$ cat src/rtl/wb_arb_pkg.sv
// Shared definitions for the Wishbone round-robin arbiter: FSM state codes,
// the per-master request bundle and width helpers.
package wb_arb_pkg;

    typedef logic [1:0] arb_state_t;

    localparam arb_state_t ST_IDLE  = 2'd0;
    localparam arb_state_t ST_OWN   = 2'd1;
    localparam arb_state_t ST_ABORT = 2'd2;

    // Everything the slave sees from the owning master apart from cyc/stb.
    typedef struct packed {
        logic [31:0] adr;
        logic [31:0] dat;
        logic [3:0]  sel;
        logic        we;
    } wb_req_t;

    function automatic int clog2(input int value);
        int w;
        w = 0;
        while ((1 << w) < value) w++;
        return w;
    endfunction

    // Watchdog counter width; a disabled watchdog still gets a 1-bit stub.
    function automatic int cnt_width(input int timeout);
        return (timeout > 0) ? clog2(timeout + 1) : 1;
    endfunction

endpackage

$ cat src/rtl/wb_rr_pick.sv
// Rotating-priority encoder: first asserted request at or after ptr,
// wrapping modulo NUM_M.
module wb_rr_pick
    import wb_arb_pkg::*;
#(
    parameter  int NUM_M = 2,
    localparam int IDX_W = clog2(NUM_M)
) (
    input  logic [NUM_M-1:0] req,
    input  logic [IDX_W-1:0] ptr,
    output logic [IDX_W-1:0] idx,
    output logic             valid
);

    localparam int SUM_W = IDX_W + 1;

    logic [SUM_W-1:0] sum;
    logic [IDX_W-1:0] cand;

    always_comb begin
        // NOTE: every variable driven here gets a default first, so no path
        // through the block leaves it holding a stale value (no latch).
        idx   = '0;
        valid = 1'b0;
        sum   = '0;
        cand  = '0;
        for (int i = 0; i < NUM_M; i++) begin
            sum = {1'b0, ptr} + SUM_W'(i);
            if (sum >= SUM_W'(NUM_M)) begin
                sum = sum - SUM_W'(NUM_M);
            end
            cand = sum[IDX_W-1:0];
            if (!valid && req[cand]) begin
                valid = 1'b1;
                idx   = cand;
            end
        end
    end

endmodule

$ cat src/rtl/wb_rr_arbiter.sv
// Round-robin Wishbone arbiter: one whole cyc tenure per grant, slave
// responses routed only to the owner, watchdog abort for silent slaves.
module wb_rr_arbiter
    import wb_arb_pkg::*;
#(
    parameter int NUM_M   = 2,
    parameter int TIMEOUT = 255
) (
    input  logic                clk,
    input  logic                rst,

    input  logic [NUM_M*32-1:0] m_adr_i,
    input  logic [NUM_M*32-1:0] m_dat_i,
    input  logic [NUM_M*4-1:0]  m_sel_i,
    input  logic [NUM_M-1:0]    m_we_i,
    input  logic [NUM_M-1:0]    m_cyc_i,
    input  logic [NUM_M-1:0]    m_stb_i,
    output logic [31:0]         m_dat_o,
    output logic [NUM_M-1:0]    m_ack_o,
    output logic [NUM_M-1:0]    m_err_o,

    output logic [31:0]         s_adr_o,
    output logic [31:0]         s_dat_o,
    output logic [3:0]          s_sel_o,
    output logic                s_we_o,
    output logic                s_cyc_o,
    output logic                s_stb_o,
    input  logic [31:0]         s_dat_i,
    input  logic                s_ack_i,
    input  logic                s_err_i,

    output logic [NUM_M-1:0]    gnt_o,
    output logic                busy_o
);

    localparam int IDX_W = clog2(NUM_M);
    localparam int CNT_W = cnt_width(TIMEOUT);

    arb_state_t       state_q, state_d;
    logic [IDX_W-1:0] g_q, g_d;
    logic [IDX_W-1:0] ptr_q, ptr_d;
    logic [CNT_W-1:0] cnt_q, cnt_d;
    logic [NUM_M-1:0] gnt_q, gnt_d;
    logic             abort_err_q, abort_err_d;

    logic [IDX_W-1:0] pick_idx;
    logic             pick_valid;

    wb_req_t          req_a [NUM_M];
    wb_req_t          own_req;
    logic             own_cyc;
    logic             own_stb;
    logic             stall;
    logic             wd_fire;
    logic [IDX_W-1:0] next_ptr;

    for (genvar k = 0; k < NUM_M; k++) begin : g_unpack
        assign req_a[k] = {m_adr_i[32*k +: 32], m_dat_i[32*k +: 32],
                           m_sel_i[4*k +: 4], m_we_i[k]};
    end

    wb_rr_pick #(
        .NUM_M (NUM_M)
    ) u_pick (
        .req   (m_cyc_i),
        .ptr   (ptr_q),
        .idx   (pick_idx),
        .valid (pick_valid)
    );

    // stb without cyc is not a Wishbone request, so it never reaches the slave.
    assign own_req  = req_a[g_q];
    assign own_cyc  = m_cyc_i[g_q];
    assign own_stb  = m_stb_i[g_q] & own_cyc;
    assign stall    = (state_q == ST_OWN) && own_stb && !s_ack_i && !s_err_i;
    assign wd_fire  = (TIMEOUT > 0) && stall && (cnt_q == CNT_W'(TIMEOUT - 1));
    assign next_ptr = (g_q == IDX_W'(NUM_M - 1)) ? '0 : g_q + IDX_W'(1);

    // State register.
    always_ff @(posedge clk or negedge rst) begin
        if (!rst) begin
            state_q     <= ST_IDLE;
            g_q         <= '0;
            ptr_q       <= '0;
            cnt_q       <= '0;
            gnt_q       <= '0;
            abort_err_q <= 1'b0;
        end else begin
            // NOTE: non-blocking assignments make every register update from
            // the values sampled at this edge, independent of statement order.
            state_q     <= state_d;
            g_q         <= g_d;
            ptr_q       <= ptr_d;
            cnt_q       <= cnt_d;
            gnt_q       <= gnt_d;
            abort_err_q <= abort_err_d;
        end
    end

    // Next-state logic; the watchdog count falls back to zero by default.
    always_comb begin
        state_d     = state_q;
        g_d         = g_q;
        ptr_d       = ptr_q;
        gnt_d       = gnt_q;
        cnt_d       = '0;
        abort_err_d = 1'b0;
        case (state_q)
            ST_IDLE: begin
                if (pick_valid) begin
                    state_d = ST_OWN;
                    g_d     = pick_idx;
                    gnt_d   = NUM_M'(1) << pick_idx;
                end
            end
            ST_OWN: begin
                if (!own_cyc) begin
                    state_d = ST_IDLE;
                    ptr_d   = next_ptr;
                    gnt_d   = '0;
                end else if (wd_fire) begin
                    state_d     = ST_ABORT;
                    abort_err_d = 1'b1;
                end else if (stall && (TIMEOUT > 0)) begin
                    cnt_d = cnt_q + CNT_W'(1);
                end
            end
            ST_ABORT: begin
                if (!own_cyc) begin
                    state_d = ST_IDLE;
                    ptr_d   = next_ptr;
                    gnt_d   = '0;
                end
            end
            default: begin
                state_d = ST_IDLE;
                gnt_d   = '0;
            end
        endcase
    end

    // Output logic: slave side follows the owner only while in OWN.
    always_comb begin
        s_adr_o = '0;
        s_dat_o = '0;
        s_sel_o = '0;
        s_we_o  = 1'b0;
        s_cyc_o = 1'b0;
        s_stb_o = 1'b0;
        m_ack_o = '0;
        m_err_o = '0;
        case (state_q)
            ST_OWN: begin
                s_adr_o = own_req.adr;
                s_dat_o = own_req.dat;
                s_sel_o = own_req.sel;
                s_we_o  = own_req.we;
                s_cyc_o = own_cyc;
                s_stb_o = own_stb;
                m_ack_o = gnt_q & {NUM_M{s_ack_i}};
                m_err_o = gnt_q & {NUM_M{s_err_i}};
            end
            ST_ABORT: begin
                // Slave responses are dropped here; only the one-cycle abort error reaches the owner.
                m_err_o = gnt_q & {NUM_M{abort_err_q}};
            end
            default: ;
        endcase
    end

    assign m_dat_o = s_dat_i;
    assign gnt_o   = gnt_q;
    assign busy_o  = (state_q == ST_OWN) || (state_q == ST_ABORT);

endmodule

$ cat config.mk
export PLATFORM = sky130hd
export DESIGN_NAME = wb_rr_arbiter
export DESIGN_NICKNAME = d
export VERILOG_FILES = /design/src/rtl/wb_arb_pkg.sv /design/src/rtl/wb_rr_pick.sv /design/src/rtl/wb_rr_arbiter.sv
export SDC_FILE = /design/constraint.sdc
export NUM_CORES = 1
export LEC_CHECK = 0
export BUFFER_PORTS_ARGS = -buffer_cell sky130_fd_sc_hd__buf_2
export CAP_MARGIN = 10
export CORE_AREA = 10 10 103 105
export DETAILED_ROUTE_END_ITERATION = 8
export DIE_AREA = 0 0 113 115
export GPL_TIMING_DRIVEN = 1
export PLACE_DENSITY = 0.7
export SYNTH_ARGS = -nofsm -noshare
export SYNTH_HDL_FRONTEND = slang
export SYNTH_SLANG_ARGS = --single-unit
export TNS_END_PERCENT = 50
$ cat constraint.sdc
create_clock -name clk -period 1.7 [get_ports clk]
set_input_delay 0.255 -clock clk [delete_from_list [all_inputs] [get_ports clk]]
set_output_delay 0.255 -clock clk [all_outputs]
set_load 0.01 [all_outputs]
==> results of run 1 <==
-- critical path, delay by kind of cell (launching register included) --
| family | cells | cell delay, ns |
|---|---|---|
| buf+inv | 3 | 0.45 |
| flops | 1 | 0.50 |
| mux | 1 | 0.17 |
| simple gates | 1 | 0.13 |
-- layout make-up --
| type | instances | area share |
|---|---|---|
| clock inverters | 1 | 0.00137 |
| inverters | 10 | 0.0123 |
| clock buffers | 3 | 0.0113 |
| well taps | 108 | 0.0370 |
| repair buffers | 249 | 0.418 |
| flip-flops and latches | 15 | 0.104 |
| multi-input cells | 200 | 0.416 |
-- cell usage after synthesis --
cell        n  area [sq um]
a2111oi_4   1          27.5
a21oi_1     6          30.0
a21oi_2     1          8.76
a31oi_1     1          6.26
a32o_1      1          10.0
and2_1      1          6.26
and3_1      3          18.8
and4_1      1          8.76
buf_1       2          7.51
buf_2       8          40.0
buf_4      32           240
buf_6       1          11.3
clkbuf_1    5          18.8
dfrtp_1    15           375
ha_1        5          62.6
inv_1       9          33.8
inv_2       1          3.75
mux2_2      2          22.5
mux2_4      1          15.0
mux2i_1    69           691
nand2_1     4          15.0
nand3_1     5          25.0
nand3b_4    1          20.0
nand4_1     3          18.8
nor2_1     80           300
nor3b_1     1          7.51
o211ai_1    1          7.51
o211ai_2    1          12.5
o21ai_0     3          15.0
o21ai_2     1          8.76
o22ai_1     1          6.26
or2b_1      1          7.51
xnor2_1     1          8.76
xor2_1      5          43.8
-- flip-flops by register name (all words and copies together), names as in the netlist --
signal and cells:
abort_err_q 1, ptr_q 1, state_q 2, gnt_o 2, g_q 1, cnt_q 8
-- power by group --
group          switching [W]  internal [W]
Combinational        0.00241       0.00228
Sequential         0.0000680      0.000428
Clock               0.000139      0.000163
-- stage by stage --
| stage | worst slack, ns | hold slack (ns) |
|---|---|---|
| finish | -0.0587 | 0.374 |
| global route | -0.0989 | 0.408 |
| CTS | -0.0367 | 0.355 |
| detailed placement | 0.0348 | 0.180 |
| global placement | 0.0947 | 0.173 |
| floorplan | 0.137 | -0.0406 |
-- what timing repair did --
| action | CTS | global route |
|---|---|---|
| cloned | 2 | 7 |
| setup endpoints to repair | 72 | 80 |
| hold buffers | 1 | 0 |
| buffers inserted | 3 | 6 |
| pin swaps | 3 | 9 |
| resized for setup | 23 | 27 |
| hold endpoints to repair | 15 | 0 |
-- cell families after synthesis --
| group | synth area share |
|---|---|
| simple gates | 0.200 |
| mux | 0.341 |
| buf+inv | 0.166 |
| compound gates | 0.0621 |
| flops | 0.176 |
| xor+xnor | 0.0246 |
| fa+ha+maj | 0.0293 |
-- worst paths after layout --
kind	from	slack, ns	cells past startpoint	to
max in group asynchronous	rst	0.99	2	g_q
hold reg to reg	cnt_q[0]	0.57	2	cnt_q[0]
setup / recovery	g_q	-0.06	5	s_adr_o[31]
min in group asynchronous	rst	0.43	2	gnt_o[1]
hold / removal	m_cyc_i[1]	0.37	3	gnt_o[1]
setup reg to reg	g_q	-0.02	5	state_q[0]
-- per-layer routing --
metal / vias up / track usage
li1: 1294 / -
met1: 1285 / 0.153
met2: 175 / 0.273
met3: 20 / 0.0536
met4: 2 / 0.0245
met5: - / 0
==> flow_summary.ini, run 1 <==
[yosys]
synth_cell_type_count = 34
yosys_warnings = 0
syn-num-nets = 456
synth_area_sq_um = 2130
ys_seq_area_frac = 0.176
syn_inst = 273
synth_seq_cells = 15
avgSynthCellArea_sq_um = 7.82

[routing]
routed_via_density = 4.74
totalWireLength_um = 11900
wl_per_cell_um = 20.3
routed.top_layer = met5
antenna_left = 0
drtIter0Drc = 178
vias = 2776
wl_met3_um = 1270
drc_errors = 0
met1_length_um = 4010
wl_met2_um = 6450
drt-pass1-iter-count = 4

[clock_tree]
cts_buffers = 3
cts_max_level = 1
cts_tree = built
clk_latency_ns = 0.25
clkSinkCount = 15
cts_buffer_depth = 2
clkTransAtPathRegs_ns = 0.07
cts_root_buf = clkbuf_8

[die]
io_pins = 288
coreArea_sq_um = 8550
fp.dieArea_sq_um = 13000
start_util = 0.250
rows = 34
dieWidth_um = 113
die_y_um = 115

[power]
ir_worst_vdd_mv = 0.581
p_per_area_nw_per_um2 = 1500
totalPowerFinal_w = 0.00548
power_leakage_nw = 2.14

[worst_setup_path]
cp.arrival_ns = 1.50
end_kind = output port
max_stage_delay_ns = 0.50
worstSetupPathType = reg -> out
critPathSlowestCell = dfrtp_4
cp.required_ns = 1.44
worstPathCellList = buf_6 -> buf_16 -> mux2i_2 -> nor2_2 -> buf_2
worst-path-max-fanout = 12
start_kind = flip-flop

[final_layout]
fin_area_sq_um = 3650
finish.net_count = 662
area_growth_pct = 71.2
multi_input_area_sq_um = 1520
finalNonFillerCells = 586
finalCoreUtilization = 0.427
n_antenna_cell = 0
seq_area_sq_um = 380
drive_gt1_frac = 0.600
nFillCells = 845
most-common-layout-cells = buf_2, nor2_1, mux2i_1
final_common_cell = buf_2

[placement]
place.gp.congestion = 0.853
dpl.cell_count = 563
hpwl_um = 8920
io_buffers = 223
placed_area_sq_um = 3150

[sta]
period_needed_ns = 1.76
finalHoldViolCount = 0
worst_pin_slew_ns = 0.340
setup_viol = 11
period_share = 1.03
slew_violations = 0
timing.fmax_ghz = 0.569
fin_ws_ns = -0.0587
max_slew_margin = 0.774
rsz0062_at_grt = yes
skew_ns = 0.00291
fin_setup_tns_ns = -0.284

[worst_hold_path]
hold_class = in -> reg

[global_routing]
grt_max_degree = 27
antenna_found_initial = 1
grt_pass1_vias = 2657
grt_overflow = 0
track_usage = 0.145
grt_pass1_wl_um = 15600

[outcome]
status = finished, violations left
violations = setup timing

[flow_run]
drv_cap = 0
No activity file was read; power rests on OpenSTA's default activity.
==> run 2: changes to the inputs <==
Settings changed: PLACE_DENSITY 0.7 to 0.67.
Clock period 1.7 ns to 2.1 ns, I/O delays scaled along.
==> flow_summary.ini, run 2 (same netlist as run 1, synthesis figures left out) <==
[routing]
drc_errors = 0
wl_per_cell_um = 17.9
drtIter0Drc = 193
drt-pass1-iter-count = 5
antenna_left = 0
totalWireLength_um = 10100
routed_via_density = 4.47
vias = 2521

[sta]
setup_viol = 0
timing.fmax_ghz = 0.505
skew_ns = 0.00114
period_needed_ns = 1.98
finalHoldViolCount = 0
fin_setup_tns_ns = 0
max_slew_margin = 0.643
period_share = 0.942
slew_violations = 0
rsz0062_at_grt = no
worst_pin_slew_ns = 0.536

[die]
start_util = 0.250
coreArea_sq_um = 8550
die_y_um = 115
fp.dieArea_sq_um = 13000
dieWidth_um = 113
rows = 34
io_pins = 288

[worst_setup_path]
cp.required_ns = 1.78
worstPathCellList = buf_4 -> mux2i_1 -> nor2_1 -> buf_2
start_kind = flip-flop
end_kind = output port
crit_end = s_dat_o[11]
worst-path-max-fanout = 33
worstSetupPathType = reg -> out
critical_path.startpoint = g_q
max_stage_delay_ns = 0.47
r2r_slack_ns = 0.35
r2r-start = g_q
critPathSlowestCell = buf_4
reg2reg_to = state_q[0]
worstRegToRegCells = 4
cp.arrival_ns = 1.66

[global_routing]
grt_pass1_vias = 2461
grtUsageMet1 = 0.150
grt_max_degree = 71
gr-usage-met2 = 0.240
use_met3 = 0.0406
grt_busiest_layer = met2
grt_pass1_wl_um = 14000
grt_overflow = 0
track_usage = 0.131
antenna_found_initial = 0

[power]
ir_worst_vdd_mv = 0.537
power_leakage_nw = 1.95
p_per_area_nw_per_um2 = 1090

[final_layout]
seq_area_sq_um = 379
finish.net_count = 640
nFillCells = 913
multi_input_area_sq_um = 1400
finalNonFillerCells = 564
largest_reg_flops = 8
most-common-layout-cells = buf_2, nor2_1, mux2i_1
regMostFlops = cnt_q
area_growth_pct = 48.7
final_common_cell = buf_2
n_antenna_cell = 0
drive_gt1_frac = 0.524

[placement]
place.gp.congestion = 0.912
hpwl_um = 8810
dpl.cell_count = 559
io_buffers = 223

[clock_tree]
cts_max_level = 1
cts_tree = built
clkTransAtPathRegs_ns = 0.06
cts_root_buf = clkbuf_8
clkSinkCount = 15
cts_buffers = 3
clk_latency_ns = 0.24
post_cts_buffers = 0
cts_buffer_depth = 2

[worst_hold_path]
hold_class = in -> reg

[outcome]
status = complete, no violations

[flow_run]
drv_cap = 0
==> run 2: changes by cell type in the layout (fill, tap and decap cells not counted), sizes merged <==
cell / before / now
clkbuf: 8 / 4
buf: 243 / 226
clkinv: 1 / 0
==> run 2: what timing repair did <==
action	4_1_cts	5_1_grt
hold buffers	1	0
endpoints found under the hold margin	15	0
endpoints found under the setup margin	70	70
resized for setup	1	3
==> run 2: final cells by class <==
cell class | instances | share of cell area
well taps | 108 | 0.0426
inverters | 10 | 0.0118
clock buffers | 4 | 0.0142
repair buffers | 227 | 0.370
multi-input cells | 200 | 0.442
flip-flops and latches | 15 | 0.119
==> run 2: metal layers <==
layer,share of wire,up-vias,routed length [um]
met4,0.0040,0,40
met1,0.39,1144,3890
li1,-,1254,-
met5,0,-,0
met2,0.52,121,5290
met3,0.087,2,874
==> run 2: worst max-delay path, delay by kind of cell, from the launching register on <==
kind | cells | cell delay [ns]
DFF | 1 | 0.45
buffers and inverters | 2 | 0.62
and+or+nand+nor | 1 | 0.05
muxes | 1 | 0.29
==> run 2: per-stage QoR <==
stage	hold WS [ns]	cell area, sq um	util	total power [W]	setup WS (ns)
floorplan	0.0194	2130	-	0.00224	0.537
global route	0.443	3170	0.371	0.00371	0.0180
finish	0.416	3170	0.371	0.00346	0.121
detailed placement	0.243	3110	0.363	0.00323	0.136
CTS	0.421	3170	0.370	0.00348	0.0288
global placement	0.235	3110	0.363	0.00318	0.231
==> run 2: power breakdown <==
part | switching (W) | internal [W] | total [W]
clock network | 0.0000949 | 0.000134 | 0.000229
logic | 0.00161 | 0.00122 | 0.00283
registers | 0.0000546 | 0.000345 | 0.000399
total | 0.00176 | 0.00170 | 0.00346
==> run 2: worst min path at each step <==
| stage | cells after the start | startpoint | slack, ns | endpoint |
|---|---|---|---|---|
| floorplan | 0 | rst | 0.02 | abort_err_q |
| global placement | 1 | rst | 0.24 | cnt_q[2] |
| detailed placement | 1 | rst | 0.24 | cnt_q[5] |
| CTS | 3 | m_cyc_i[1] | 0.42 | gnt_o[1] |
| global route | 3 | s_err_i | 0.44 | abort_err_q |
| finish | 3 | m_cyc_i[1] | 0.42 | gnt_o[1] |
==> run 3: changes to the inputs <==
Settings changed: ABC_AREA set to 1, CORE_AREA 10 10 103 105 to 10 10 102 104, DIE_AREA 0 0 113 115 to 0 0 112 114, PLACE_DENSITY 0.67 to 0.68.
==> flow_summary.ini, run 3 <==
[outcome]
status = complete, no violations

[final_layout]
fin_area_sq_um = 3160
most-common-layout-cells = buf_2, nor2_1, o21ai_0
n_antenna_cell = 0
area_growth_pct = 51.0
finish.net_count = 738
largest_reg_flops = 8
drive_gt1_frac = 0.448
regMostFlops = cnt_q
final_common_cell = buf_2
finalNonFillerCells = 662

[sta]
finalHoldViolCount = 0
rsz0062_at_grt = no
worst_pin_slew_ns = 0.357
skew_ns = 0.00368
max_slew_margin = 0.762
timing.fmax_ghz = 0.523
period_share = 0.911
fin_setup_tns_ns = 0
period_needed_ns = 1.91
slew_violations = 0
setup_viol = 0

[die]
dieWidth_um = 112
start_util = 0.247
die_y_um = 114
fp.dieArea_sq_um = 12800
rows = 34
io_pins = 288
coreArea_sq_um = 8470

[yosys]
ys_top_cells_by_count = nor2_1, o21ai_0, buf_4, inv_1, nand2_1
synth_edf_count = 0
synth_cell_type_count = 25
yosys_warnings = 0
yosysMostFrequentCell = nor2_1
synthArstFlopShare = 1.00
netlist.area_leader.share = 0.283
ys.flop_type = dfrtp_1
synth_area_sq_um = 2090
synth_seq_cells = 15
syn-num-nets = 557
ys_seq_area_frac = 0.179
yosys.area.top_type = nor2_1
syn_inst = 374
yosys-top-cells-area = nor2_1, dfrtp_1, o21ai_0
avgSynthCellArea_sq_um = 5.59

[power]
totalPowerFinal_w = 0.00366
comb_power_share = 0.828
p_switching_w = 0.00208
power_frac_seq = 0.106
ir_worst_vdd_mv = 0.662
p_int_w = 0.00158
p_per_area_nw_per_um2 = 1160
clkPwrFrac = 0.066
power_leakage_nw = 1.85
swShare = 0.567

[worst_hold_path]
hold_class = in -> reg

[worst_setup_path]
cp.arrival_ns = 1.60
worst-path-max-fanout = 3
worstSetupPathType = reg -> out
start_kind = flip-flop
cp.required_ns = 1.78
end_kind = output port

[placement]
place.gp.congestion = 0.925
dpl.cell_count = 656
placed_area_sq_um = 3070
io_buffers = 223
hpwl_um = 9000

[routing]
routed_via_density = 4.58
drtIter0Drc = 328
drt-pass1-iter-count = 4
vias = 3029
wl_per_cell_um = 16.6
drc_errors = 0
antenna_left = 0
totalWireLength_um = 11000

[global_routing]
grt_overflow = 0
track_usage = 0.147
grt_max_degree = 73
grt_pass1_wl_um = 15800
use_met3 = 0.0446
grt_pass1_vias = 2850
grtUsageMet1 = 0.168
antenna_found_initial = 1
grt_busiest_layer = met2
gr-usage-met2 = 0.268

[clock_tree]
cts_root_buf = clkbuf_8
clk_latency_ns = 0.25
clkSinkCount = 15
clkTransAtPathRegs_ns = 0.07
cts_max_level = 1
post_cts_buffers = 0
cts_tree = built
cts_buffer_depth = 2
cts_buffers = 3

[flow_run]
drv_cap = 0
## run 3: path summary, 6_finish.rpt
| check | start | to | slack, ns | cells past startpoint |
|---|---|---|---|---|
| worst min register to register | cnt_q[0] | cnt_q[0] | 0.49 | 1 |
| min in group asynchronous | rst | gnt_o[1] | 0.49 | 2 |
| worst max-delay path | state_q[0] | m_err_o[0] | 0.19 | 7 |
| max in group asynchronous | rst | g_q | 1.33 | 2 |
| worst min-delay path | s_err_i | abort_err_q | 0.37 | 4 |
| worst max register to register | state_q[1] | cnt_q[7] | 0.47 | 8 |
## run 3: power by group through the flow
| stage | registers [W] | clock network (W) | logic (W) |
|---|---|---|---|
| floorplan | 0.000380 | 0 | 0.00180 |
| global placement | 0.000387 | 0 | 0.00293 |
| detailed placement | 0.000388 | 0 | 0.00296 |
| CTS | 0.000384 | 0.000250 | 0.00298 |
| global route | 0.000395 | 0.000261 | 0.00338 |
| finish | 0.000387 | 0.000243 | 0.00303 |
## run 3: worst max-delay path, cell delays in order, from the launching register on
cell and delay [ns]:
dfrtp_1 0.41, inv_1 0.08, ha_1 0.33, inv_1 0.08
nor2_1 0.12, o21ai_1 0.10, nor2_1 0.09, buf_2 0.14
## run 3: timing repair
| item | 4_1_cts | 5_1_grt |
|---|---|---|
| hold buffers | 1 | 0 |
| gates resized for setup | 0 | 2 |
| endpoints found under the setup margin | 0 | 1 |
| hold endpoints to repair | 15 | 0 |
## run 3: cell type report
cell class	instances	area, sq um
Timing Repair Buffer	231	1210
Fill cell	928	5310
Clock inverter	1	5.00
Sequential cell	15	377
Tap cell	108	135
Inverter	21	83.8
Multi-Input combinational cell	283	1310
Clock buffer	3	41.3
## run 3: logic make-up (layout without fill, tap and decap cells)
kind of cell,after synthesis,count (layout),synth area share
adders and majority gates,5,5,0.0299
buffers and inverters,76,256,0.202
and+or+nand+nor,194,194,0.375
AOI/OAI and AO/OA,79,79,0.193
DFF,15,15,0.179
xor gates and xnor gates,5,5,0.0209
## run 3: stage by stage
stage                     hold WS, ns  setup slack (ns)  utilization
after floorplan                0.0194             0.448            -
after global placement          0.240             0.424        0.362
after detailed placement        0.244             0.414        0.362
after CTS                       0.366             0.132        0.369
after global routing            0.390            0.0496        0.373
final                           0.366             0.187        0.373
## run 3: per-layer routing
layer  share of wire  vias to the layer above  wire length (um)
met5          0.0012                        -                13
met4          0.0071                        2                78
met3           0.092                       11              1010
met2            0.51                      161              5620
met1            0.39                     1347              4280
li1                -                     1508                 -
